===== config.mk =====
export PLATFORM = sky130hd
export DESIGN_NAME = packet_picker
export DESIGN_NICKNAME = d
export VERILOG_FILES = /design/src/rtl/packet_picker.sv
export SDC_FILE = /design/constraint.sdc
export NUM_CORES = 1
export LEC_CHECK = 0
export CAP_MARGIN = 5
export CORE_MARGIN = 5
export CORE_UTILIZATION = 28
export CTS_CLUSTER_DIAMETER = 80
export DETAILED_ROUTE_END_ITERATION = 6
export PLACE_DENSITY = 0.52
export SLEW_MARGIN = 15
export SYNTH_ARGS = -nofsm -noshare
export SYNTH_HDL_FRONTEND = slang
export SYNTH_SLANG_ARGS = --single-unit

===== constraint.sdc =====
create_clock -name clk_pixel -period 9 [get_ports clk_pixel]
set_clock_uncertainty 0.15 [all_clocks]
set_input_delay 0.9 -clock clk_pixel [delete_from_list [all_inputs] [get_ports clk_pixel]]
set_output_delay 0.9 -clock clk_pixel [all_outputs]
set_load 0.01 [all_outputs]

===== src/rtl/packet_picker.sv =====
// Per-slot HDMI packet selector for the data-island assembler: picks ACR, audio,
// AVI or Null at each slot boundary and buffers stereo audio pairs in an 8-deep FIFO.
module packet_picker #(
  parameter logic [19:0] AUDIO_N       = 20'd6144,
  parameter logic [19:0] AUDIO_CTS     = 20'd27000,
  parameter logic [6:0]  VIDEO_ID_CODE = 7'd1
) (
  input  logic            clk_pixel,
  input  logic            reset_n,
  input  logic            data_island_period,
  input  logic            video_field_end,
  input  logic            audio_sample_valid,
  input  logic [23:0]     audio_sample_l,
  input  logic [23:0]     audio_sample_r,
  output logic [23:0]     header,
  output logic [3:0][55:0] sub,
  output logic            audio_overflow
);

  localparam logic [7:0]  FRAME_LAST = 8'd191;
  localparam logic [23:0] ACR_HEADER = 24'h000001;
  localparam logic [23:0] AVI_HEADER = 24'h0D0282;
  localparam logic [7:0]  AVI_PB2    = 8'h08;
  localparam logic [7:0]  AVI_PB4    = {1'b0, VIDEO_ID_CODE};
  localparam logic [7:0]  AVI_SUM    = AVI_HEADER[7:0] + AVI_HEADER[15:8] + AVI_HEADER[23:16]
                                       + AVI_PB2 + AVI_PB4;
  localparam logic [7:0]  AVI_PB0    = 8'h00 - AVI_SUM;
  localparam logic [55:0] ACR_SUB    = {AUDIO_N[7:0], AUDIO_N[15:8], 4'h0, AUDIO_N[19:16],
                                        AUDIO_CTS[7:0], AUDIO_CTS[15:8], 4'h0, AUDIO_CTS[19:16],
                                        8'h00};
  localparam logic [55:0] AVI_SUB0   = {8'h00, 8'h00, AVI_PB4, 8'h00, AVI_PB2, 8'h00, AVI_PB0};

  typedef enum logic [1:0] {
    PKT_NULL  = 2'd0,
    PKT_ACR   = 2'd1,
    PKT_AUDIO = 2'd2,
    PKT_AVI   = 2'd3
  } pkt_t;

  logic [4:0]  slot_cnt;
  logic        update;
  logic        acr_pending;
  logic        avi_pending;
  logic [7:0]  frame_cnt;
  logic [7:0]  frame_next;

  logic [47:0] fifo_mem [8];
  logic [2:0]  rd_ptr;
  logic [2:0]  wr_ptr;
  logic [3:0]  fifo_cnt;
  logic [2:0]  pop_n;
  logic [2:0]  pops;
  logic [3:0]  fifo_after_pop;
  logic        write_accept;

  pkt_t        pkt_sel;
  logic [47:0] slot_entry;
  logic [3:0]  present;
  logic [3:0]  b_flags;
  logic [3:0][55:0] audio_sub;
  logic [23:0] audio_header;
  logic [23:0] next_header;
  logic [3:0][55:0] next_sub;

  // The slot counter tracks the assembler's; its last island cycle is the only reload point.
  assign update = data_island_period && (slot_cnt == 5'd31);

  always_comb begin
    pkt_sel = PKT_NULL;
    pop_n   = 3'd0;
    if (acr_pending) begin
      pkt_sel = PKT_ACR;
    end else if (fifo_cnt != 4'd0) begin
      pkt_sel = PKT_AUDIO;
      pop_n   = (fifo_cnt >= 4'd4) ? 3'd4 : fifo_cnt[2:0];
    end else if (avi_pending) begin
      pkt_sel = PKT_AVI;
    end
  end

  assign pops = update ? pop_n : 3'd0;

  // audio_sample_valid is a bare write strobe with no ready: a pair offered while
  // the FIFO has no room after this edge's pops is dropped and flagged sticky.
  assign fifo_after_pop = fifo_cnt - 4'(pops);
  assign write_accept   = audio_sample_valid && (fifo_after_pop < 4'd8);

  always_comb begin
    audio_sub  = '0;
    present    = '0;
    b_flags    = '0;
    slot_entry = '0;
    frame_next = frame_cnt;
    for (int i = 0; i < 4; i++) begin
      if (i < int'(pop_n)) begin
        slot_entry   = fifo_mem[rd_ptr + 3'(i)];
        present[i]   = 1'b1;
        b_flags[i]   = (frame_next == 8'd0);
        audio_sub[i] = {^slot_entry[47:24], 3'b000, ^slot_entry[23:0], 3'b000, slot_entry};
        frame_next   = (frame_next == FRAME_LAST) ? 8'd0 : frame_next + 8'd1;
      end
    end
    audio_header = {b_flags, 4'b0000, 4'b0000, present, 8'h02};
  end

  always_comb begin
    next_header = '0;
    next_sub    = '0;
    case (pkt_sel)
      PKT_ACR: begin
        next_header = ACR_HEADER;
        next_sub    = {ACR_SUB, ACR_SUB, ACR_SUB, ACR_SUB};
      end
      PKT_AUDIO: begin
        next_header = audio_header;
        next_sub    = audio_sub;
      end
      PKT_AVI: begin
        next_header = AVI_HEADER;
        next_sub[0] = AVI_SUB0;
      end
      default: begin
        next_header = '0;
        next_sub    = '0;
      end
    endcase
  end

  always_ff @(posedge clk_pixel or negedge reset_n) begin
    if (!reset_n) begin
      slot_cnt       <= 5'd0;
      rd_ptr         <= 3'd0;
      wr_ptr         <= 3'd0;
      fifo_cnt       <= 4'd0;
      frame_cnt      <= 8'd0;
      acr_pending    <= 1'b0;
      avi_pending    <= 1'b0;
      header         <= '0;
      sub            <= '0;
      audio_overflow <= 1'b0;
    end else begin
      if (data_island_period) begin
        slot_cnt <= slot_cnt + 5'd1;
      end
      if (update) begin
        header    <= next_header;
        sub       <= next_sub;
        rd_ptr    <= rd_ptr + pops;
        frame_cnt <= frame_next;
      end
      if (write_accept) begin
        wr_ptr <= wr_ptr + 3'd1;
      end
      fifo_cnt <= fifo_after_pop + 4'(write_accept);
      // A field-end pulse on the same edge that loads the packet keeps the flag set.
      acr_pending    <= video_field_end | (acr_pending & ~(update & (pkt_sel == PKT_ACR)));
      avi_pending    <= video_field_end | (avi_pending & ~(update & (pkt_sel == PKT_AVI)));
      audio_overflow <= audio_overflow | (audio_sample_valid & ~write_accept);
    end
  end

  always_ff @(posedge clk_pixel) begin
    if (write_accept) begin
      fifo_mem[wr_ptr] <= {audio_sample_r, audio_sample_l};
    end
  end

endmodule


==> After elaboration in Yosys (flattened, before gate mapping) <==
Memories as Yosys holds them, arrays and structs flattened.
Index checks and enable logic that the tools add are counted.
{ "op_classes": {"n_mul": 0, "add_sub_neg": 12, "n_reduce_logical": 15, "eq_ne": 8, "n_bitwise": 11, "muxes": 32, "div": 0, "n_shift": 0, "n_lt_le_gt_ge": 6} }
{ "ops": {"columns": ["cell", "n"], "rows": [
  ["$pmux W168 S2", 1],
  ["$mux W56", 4],
  ["$reduce_xor A24 Y1", 8],
  ["$pmux W56 S3", 1],
  ["$pmux W24 S3", 1],
  ["$mux W8", 8],
  ["$add A8 B1 Y8 const B", 4],
  ["$eq A8 B8 Y1 const B", 4],
  ["$logic_not A8 Y1", 4],
  ["$mux W3", 4],
  ["$mux W1", 10],
  ["$add A3 B1 Y3 const B", 2],
  ["$add A3 B2 Y3 const B", 2],
  ["$lt A1 B3 Y1 const A", 2],
  ["$lt A2 B3 Y1 const A", 2],
  ["$mux W2", 3],
  ["$add A5 B1 Y5 const B", 1],
  ["$and A1 B1 Y1", 5],
  ["$eq A5 B5 Y1 const B", 1],
  ["$add A4 B1 Y4", 1],
  ["$eq A2 B2 Y1 const B", 2],
  ["$ge A4 B3 Y1 const B", 1],
  ["$lt A4 B4 Y1 const B", 1],
  ["$reduce_bool A4 Y1", 1],
  ["other kinds (6)", 11]
]} }
{ "word_totals": {"elab_cells": 98, "rom_bits": 0, "latchBits": 0, "ram_bits": 384, "in_bits": 53, "output_inout_bits": 249, "register_bits": 274, "memories": 1} }
{ "mem_list": {"columns": ["name", "words", "width", "read_ports", "rd_ports_with_merged_regs", "write_ports", "line", "text"], "rows": [
  ["fifo_mem", 8, 48, 4, 0, 1, "47", "logic [47:0] fifo_mem [8];"]
]} }

==> Depth between registers and ports, before layout <==
{ "depth": {"depth_word": 15, "ltp_mapped": 17, "ltp_nobuf": 16} }

==> Worst setup path before layout <==
No wires, ideal clock.
{ "synth_timing": {"path_type": "input to register", "startpoint": "input data_island_period", "endpoint": "memory fifo_mem[2][0] (enable)", "required_time_ns": 8.260, "arrival_time_ns": 7.852, "n_path_buf": 2, "slack_ns": 0.408, "setup_ns": 0.590, "path_stages": 11, "path_cell_list": "clkbuf_1 -> and2_1 -> clkbuf_1 -> and3_1 -> nand2_1 -> ha_1 -> a21o_1 -> a21oi_1 -> xnor2_1 -> nand2_1 -> nor4b_1"} }
{ "synth_between": {"elab_chain_cells": 7} }
{ "synth_lines": {"columns": ["item", "line", "text"], "rows": [
  ["start, declared", "10", "input logic data_island_period,"],
  ["$logic_and A1 B1 Y1", "66", "assign update = data_island_period && (slot_cnt == 5'd31);"],
  ["$mux W3", "81", "assign pops = update ? pop_n : 3'd0;"],
  ["$sub A4 B3 Y4", "85", "assign fifo_after_pop = fifo_cnt - 4'(pops);"],
  ["$lt A4 B4 Y1", "86", "assign write_accept = audio_sample_valid && (fifo_after_pop < 4'd8);"],
  ["$logic_and A1 B1 Y1", "86", null],
  ["$mux W1", "163", "if (write_accept) begin"],
  ["$mux W1 (implied by the code)", "164", "fifo_mem[wr_ptr] <= {audio_sample_r, audio_sample_l};"],
  ["end, declared", "47", null]
]} }
No other way between the ends.

==> Worst setup path after layout <==
{ "layout_timing": {"startpoint": "input data_island_period", "endpoint": "memory fifo_mem[7][10] (enable)"} }
{ "layout_between": {"elab_chain_cells": 7} }
{ "layout_lines": {"columns": ["item", "line", "text"], "rows": [
  ["$logic_and A1 B1 Y1", "66", null],
  ["$mux W3", "81", null],
  ["$sub A4 B3 Y4", "85", null],
  ["$lt A4 B4 Y1", "86", null],
  ["$logic_and A1 B1 Y1", "86", null],
  ["via write_accept", "54", "logic write_accept;"],
  ["$mux W1", "163", null],
  ["$mux W1 (implied by the code)", "164", null]
]} }
The timed path passes the listed nets, and every way through them passes these cells.

==> flow_summary.rst <==
.. list-table::
   :header-rows: 1

   * - Metric
     - Value
   * - Number of search-and-repair iterations in the first detailed-routing pass
     - 6
   * - Final setup violation count
     - 0
   * - Overflow left after global routing
     - 0
   * - Most common library cell in the layout ignoring fill and taps
     - mux2i_1
   * - Critical path class
     - in -> reg
   * - Most used flip-flop cell after synthesis
     - edfxtp_1
   * - Worst slew slack as a fraction of its limit
     - between 20 and 25%
   * - LEAKAGE
     - around 15 nW
   * - Highest achievable clock rate
     - between 150 and 200 MHz
   * - Setup slack at placement
     - ~2.9 ns
   * - Worst min path class
     - in -> async
   * - Area of the die
     - 0.122 mm²
   * - Count of state elements after synthesis
     - 621
   * - Cell type with the highest aggregate area in the netlist
     - edfxtp_1
   * - Wire length of the first global-routing pass
     - ~160 mm
   * - Result of the run
     - finished, final reports clean
   * - Setup TNS after final layout
     - 0 ns
   * - Number of buffers added to fix hold violations after cts
     - 0
   * - Crit path launch
     - data_island_period
   * - Nets@finish
     - about 2600
   * - Initial antenna violation count
     - 17
   * - Proportion of synthesized area in mux cells
     - between 20% and 30%
   * - Met2 wire length
     - between 40 and 50 mm
   * - Seq/Total Area, Yosys
     - a little over half
   * - Syn-to-layout area delta
     - 20.8%
   * - FP Rows
     - ~120
   * - Routability cong.
     - 0.857
   * - Data arrival time of the critical path
     - ~5.5 ns
   * - Die Y-Extent
     - around 350 µm
   * - H-tree lvl count
     - 3
   * - Clock latency of the later-clocked register in the worst-skew pair
     - ~0.63 ns
   * - Share of the cycle needed by the critical path after routing
     - between 50% and 60%
   * - Required time at the endpoint of the critical path
     - 9.12 ns
   * - Total length of routed met3 wires
     - 8.32 mm
   * - Number of I/O port buffers
     - ~270
   * - Dominant combinational cell family by area after synthesis
     - multiplexers
   * - Kind of capture point of the worst setup path
     - flop
   * - Share of post-route cells with drive strength above 1
     - roughly 16%
   * - Setup repair after global routing missed its margin
     - no
   * - Power Dens Cells
     - 316 mW/mm²
   * - Element type at the critical path start
     - primary input
   * - Initial DRC Count
     - about 1900
   * - Share of synthesized flip-flops with an asynchronous set or reset
     - roughly two fifths
   * - Xor and xnor area share after synthesis
     - around 6%
   * - Arithmetic-cell share of the synthesized area counting full adders, half adders and majority gates
     - less than 1%
   * - Compound-cell area share of the yosys netlist
     - under 10%
   * - Clock transition at path regs
     - 0.06 ns
   * - CTS tree
     - done
   * - Wire length per cell after detailed routing
     - approximately 26 µm
   * - DP HPWL
     - ~75 mm
   * - Number of filler instances in the final layout
     - roughly 11000
   * - Count of final max-slew check failures
     - 0
   * - Clock root buffer master
     - clkbuf_16
   * - Worst Reg-to-Reg Cells
     - 15
   * - Measured slew at the worst slew-check pin
     - 1.13 ns
   * - Commonest cells after routing, fill and taps aside
     - 387 x mux2i_1, 384 x edfxtp_1, 266 x clkdlybuf4s50_1
   * - Via count of the first global-routing pass
     - around 21000
   * - Register-to-register path setup slack
     - 3.65 ns
   * - Number of max-cap violations
     - 0
   * - CORE AREA
     - approximately 0.11 mm²
   * - Unique cell type count in the Yosys netlist
     - 80
   * - Largest cells by area after synthesis
     - edfxtp_1 36%, dfrtp_1 18%, mux4_2 13%, mux2i_1 12%, xnor2_1 5.0%
   * - Pin count of the biggest net entering global routing
     - about 160
   * - Io pins
     - 302
   * - Remaining antenna violation count
     - 0
   * - Initial Util
     - 28.3%
   * - Area share of the leading cell type in the synthesized netlist
     - between 30% and 40%
   * - Max VDD drop
     - ~0.29 mV
   * - Syn Std Cell Area
     - around 0.032 mm²
   * - Tmin final
     - between 5 and 6 ns
   * - Total Routing Usage GR
     - 17.4%
   * - Number of clock sinks
     - about 620
   * - Number of enable-type register cells in the synthesized netlist
     - about 380
   * - Minimum setup slack in the final design
     - approximately 3.6 ns
   * - Vias per inst
     - ~5
   * - Maximum fanout encountered on the critical timing path
     - 33
   * - Met1 Routed Length
     - about 48 mm
   * - Simple logic cell fraction of the synthesized area
     - roughly 4.7%
   * - Die X
     - around 350 µm
   * - Critical register-to-register path startpoint
     - slot_cnt[0]
   * - Reg-to-Reg End
     - fifo_mem[7][10]
   * - Highest metal layer with signal wires
     - met5
   * - Maximum count of clock buffers along a single path
     - 3
   * - Count of warnings emitted by yosys
     - 0
   * - DRT Wirelength
     - 108 mm
   * - Average cell area after synthesis
     - about 14 µm²
   * - Setup Fix Bufs, Post-CTS
     - 0
   * - Number of endpoints with negative hold slack in the final report
     - 0
   * - Vias
     - approximately 21000
   * - Drc violations
     - 0
   * - CTS Buf Count
     - 78
   * - # resized after CTS
     - 0
   * - Number of instances in the synthesized netlist
     - roughly 2300
## routing by layer
metal | global-route usage (%) | vias to the layer above
li1 | - | 9059
met1 | 24.0 | 10900
met2 | 27.8 | 816
met3 | 4.23 | 133
met4 | 3.97 | 10
met5 | 0 | -
## worst max path at each step
stage | to | slack (ns) | cells past startpoint
floorplan | fifo_mem[2][0] | 0.41 | 11
global route | fifo_mem[7][15] | 3.35 | 15
global placement | fifo_mem[7][12] | 3.08 | 13
CTS | fifo_mem[7][20] | 3.59 | 15
finish | fifo_mem[7][10] | 3.61 | 13
detailed placement | fifo_mem[7][12] | 2.94 | 13
## where the power goes
group          internal (mW)  switching [mW]
Sequential              3.38           0.213
Clock                   1.99            1.25
Combinational           2.43            3.07
## synthesized netlist by cell type (all sizes together) (5+ instances only)
| cell type | n |
|---|---|
| mux2i | 388 |
| edfxtp | 384 |
| dfrtp | 237 |
| nand2 | 232 |
| o21ai | 214 |
| mux4 | 192 |
| xnor2 | 187 |
| buf | 117 |
| clkbuf | 69 |
| nor2 | 46 |
| a21oi | 41 |
| xor2 | 24 |
| ha | 21 |
| inv | 16 |
| nand3 | 12 |
| and2 | 8 |
| nor4 | 8 |
| nand4 | 7 |
| a21o | 6 |
| mux2 | 6 |
| a31oi | 5 |
| and3 | 5 |
| nor3 | 5 |
| o22ai | 5 |
## critical path, cell delays in order
cell             delay [ns]
clkdlybuf4s50_1        0.66
and2_1                 0.70
and3_1                 0.29
nand2_1                0.13
ha_1                   0.31
a21o_1                 0.19
a21oi_1                0.17
xnor2_1                0.20
nand2_1                0.26
inv_1                  0.22
nand2_1                0.20
nor2_4                 0.59
buf_4                  0.63
## state kept, by name, indices dropped and copies added (netlist names)
name,flops
audio_overflow,1
rd_ptr,3
wr_ptr,3
fifo_mem,384
fifo_cnt,4
header,11
acr_pending,1
sub,200
avi_pending,1
frame_cnt,8
slot_cnt,5
## final cells by class
class	count	area, µm²	share of cell area (%)
sequential	621	17500	44.7
multi-input combinational	1498	14000	35.7
timing repair buffer	304	3040	7.77
clock buffer	109	2210	5.66
tap	1512	1890	4.84
clock inverter	36	449	1.15
inverter	17	65.1	0.166
antenna	5	12.5	0.0320
## through the flow
stage               utilization, %  hold WS [ns]  power (mW)  area [µm²]  cells
global route                  34.1         0.153        12.9       39100   4098
finish                        34.1         0.105        12.3       39100   4102
floorplan                        -         0.288        7.46       32500   2322
detailed placement            31.8         0.311        9.19       36400   3951
CTS                           34.1         0.131        12.5       39100   4096
global placement              31.8         0.306        9.14       36400   3951
## cells by family (layout without fill, tap and decap cells)
logic type	count (synthesis)	after routing
XOR/XNOR	211	211
buffers and inverters	203	466
AO/OA/AOI/OAI	301	301
multiplexers	586	586
AND/OR/NAND/NOR	343	343
flip-flops	621	621
adder cells (fa/ha/maj)	23	23
other	1	39
Power figures use the tool's default switching activity.
==> variant, RTL diff (same flow settings) <==
Register the output `header` once more, cleared by the reset; this adds one clock of latency there. The other outputs are not delayed to match.
--- a/src/rtl/packet_picker.sv
+++ b/src/rtl/packet_picker.sv
@@ -36,6 +36,8 @@
     PKT_AUDIO = 2'd2,
     PKT_AVI   = 2'd3
   } pkt_t;
+
+  logic [23:0] header_s0;
 
   logic [4:0]  slot_cnt;
   logic        update;
@@ -135,7 +137,7 @@
       frame_cnt      <= 8'd0;
       acr_pending    <= 1'b0;
       avi_pending    <= 1'b0;
-      header         <= '0;
+      header_s0      <= '0;
       sub            <= '0;
       audio_overflow <= 1'b0;
     end else begin
@@ -143,7 +145,7 @@
         slot_cnt <= slot_cnt + 5'd1;
       end
       if (update) begin
-        header    <= next_header;
+        header_s0 <= next_header;
         sub       <= next_sub;
         rd_ptr    <= rd_ptr + pops;
         frame_cnt <= frame_next;
@@ -165,5 +167,13 @@
     end
   end
 
+  always_ff @(posedge clk_pixel or negedge reset_n) begin
+    if (!reset_n) begin
+      header <= '0;
+    end else begin
+      header <= header_s0;
+    end
+  end
+
 endmodule
 
Function: same outputs for any inputs over 4 cycles, from zero or initial values and one cycle with reset_n low; that may be too few to reach the edited logic, so the function may still have changed.
==> variant against the unedited design <==
- sequential cell count up 11
- largest cell class unchanged
- synthesized cell count grew 1.6%
- worst setup slack improved by 140 ps
- core utilization decreased by 0.11 points
- routed wire length up 1.6%
- critical path type is now reg -> reg
- highest routed layer unchanged
- design area increased by 0.76%
- cell count is 1.3% higher
- total power up 0.71%
- synthesized area grew 0.55%
- critical endpoint is now sub[107]$_DFFE_PN0P_
==> variant: results (changes against the unedited design) <==
| Metric | Value |
|---|---|
| Max VDD drop | 0.245 mV (-15%) |
| Status | complete, no violations |
| Hold Crit Class | in -> async |
| Critical path class | reg -> reg |
| Clock-pin slew on the worst setup and hold paths | 60 ps (about the same) |
| RR Startpoint | rd_ptr[1]$_DFFE_PN0P_ |
| Final net count | 2634 (+1.5%) |
| Critical path peak fanout | 50 (+52%) |
| Regs by FF count | fifo_mem: 384 flops, sub: 200 flops |
| Top FF cell, synth | edfxtp_1 |
| Reg with most FFs | fifo_mem |
| CTS buffer count | 80 (+2.6%) |
| Post-CTS sizing | 0 (unchanged) |
| Synth Warn # | 0 (unchanged) |
| Gr usage total | 17.5% (+0.16 points) |
| Slowest stage delay, CP | 860 ps (+160 ps) |
| DR pass1 iterations | 5 (-1) |
| Max cap viols | 0 (unchanged) |
| Synth top cells by count | mux2i_1, edfxtp_1, dfrtp_1, nand2_1, o21ai_0 |
| CTS max path bufs | 3 (unchanged) |
| Postcts setup bufs | 0 (unchanged) |
| Number of global-route vias before repair | 21.5k (+0.56%) |
| First-pass GRT wire length | 158000 µm (+1.4%) |
| Root Buffer | clkbuf_16 |
| Lkg Pwr | 15.6 nW (+1.2%) |
| CP arrival | 5600 ps (+90 ps) |
| RD Place Congestion | 0.869 (+1.3%) |
| Cell variety after synth | 74 (-7.5%) |
| Initial antenna violation count | 18 (+1) |
| Vias | 21.2k (+1.3%) |
| Clock latency on the worst-skew pair | 640 ps |
| Hpwl dp | 74500 µm (-0.29%) |
| Ranking of synthesized cells by area | edfxtp_1, dfrtp_1, mux4_2 |
| Slowest stage cell on the critical path | buf_4 |
| H-tree levels | 3 (unchanged) |
| I/O Buffers | 267 (unchanged) |
| DRT iter0 DRCs | 1650 (-13%) |
| Fillers | 11.2k (+1.3%) |
| EDFF count, synth | 384 (unchanged) |
| FFs w/ async S/R, synth | 39.2% (+1.1 points) |
| Routed wire length | 110000 µm (+1.6%) |
| Sequential fraction of the synthesis area | 54.5% (+0.55 points) |
| Largest net degree at the start of global routing | 175 (+7.4%) |
| Worst slew pin tran | 1200 ps (+68.8 ps) |
| Ratio of cells with drive above 1 in the final layout | 15.1% (-0.39 points) |
-- variant: cell count changes in the layout (fill, tap and decap cells not counted), moves of 6 or more --
cell	before	now
o211ai_1	0	6
nand2b_1	2	8
and2_1	8	2
clkbuf_1	22	14
clkinv_2	14	21
dfrtp_1	234	245
nor3_1	2	10
or3_1	0	6
o21ai_0	200	206
-- variant: cell families after synthesis --
family,Yosys count,share of synthesized area [%]
other,1,0.0115
xor gates and xnor gates,205,5.52
adders and majority gates,23,0.931
buffers and inverters,203,3.19
DFF,632,54.5
and+or+nand+nor,364,5.00
muxes,585,25.4
AOI/OAI and AO/OA,313,5.44
-- variant: worst paths after layout --
kind	slack [ps]	cells past startpoint	endpoint
worst min register to register	230	0	header[22]$_DFF_PN0_
min in group clk_pixel	230	0	header[22]$_DFF_PN0_
worst max register to register	3750	10	sub[107]$_DFFE_PN0P_
worst max-delay path	3750	10	sub[107]$_DFFE_PN0P_
worst min-delay path	210	1	header[11]$_DFF_PN0_
max in group asynchronous	6880	2	sub[82]$_DFFE_PN0P_
-- variant: layer usage --
layer / GRT usage [%] / part of all wire (%) / vias to the layer above / wire length, µm
met3: 4.89 / 9.0 / 138 / 9830
li1: - / - / 9213 / -
met4: 4.47 / 2.3 / 6 / 2540
met1: 23.5 / 42 / 11000 / 46400
met5: 0 / 0.031 / - / 34
met2: 28.2 / 46 / 909 / 50900
-- variant: report_power, final --
part | switching [mW] | internal, mW | total [mW] | leakage [nW]
sequential | 0.259 | 3.44 | 3.70 | 6.85
clock | 1.33 | 1.90 | 3.23 | 1.31
combinational | 3.05 | 2.44 | 5.49 | 7.45
-- variant: cell type report --
type,count,share of cell area (%)
Clock inverter,45,1.11
Clock buffer,104,5.62
Tap cell,1524,4.84
Inverter,20,0.194
Sequential cell,632,45.0
Antenna cell,7,0.0445
Timing Repair Buffer,300,7.57
Multi-Input combinational cell,1524,35.6
-- variant: critical path: cells and delay by family, from the launching register on --
family                   cells  cell delay, ps
flip-flops                   1             360
AO/OA/AOI/OAI                1              80
XOR/XNOR                     5            1720
multiplexers                 1             630
buffers and inverters        2            1700
adder cells (fa/ha/maj)      1             400
-- variant: metrics by stage --
stage               cells  worst slack (ps)  cell area, µm²  hold WS, ps  util, %
CTS                  4148              3640           39300          233     34.0
floorplan            2359              2110           32700          204        -
global placement     3999              3140           36700          211     31.7
detailed placement   3999              3130           36700          218     31.7
finish               4156              3750           39400          207     34.0
global route         4149              3470           39400          246     34.0
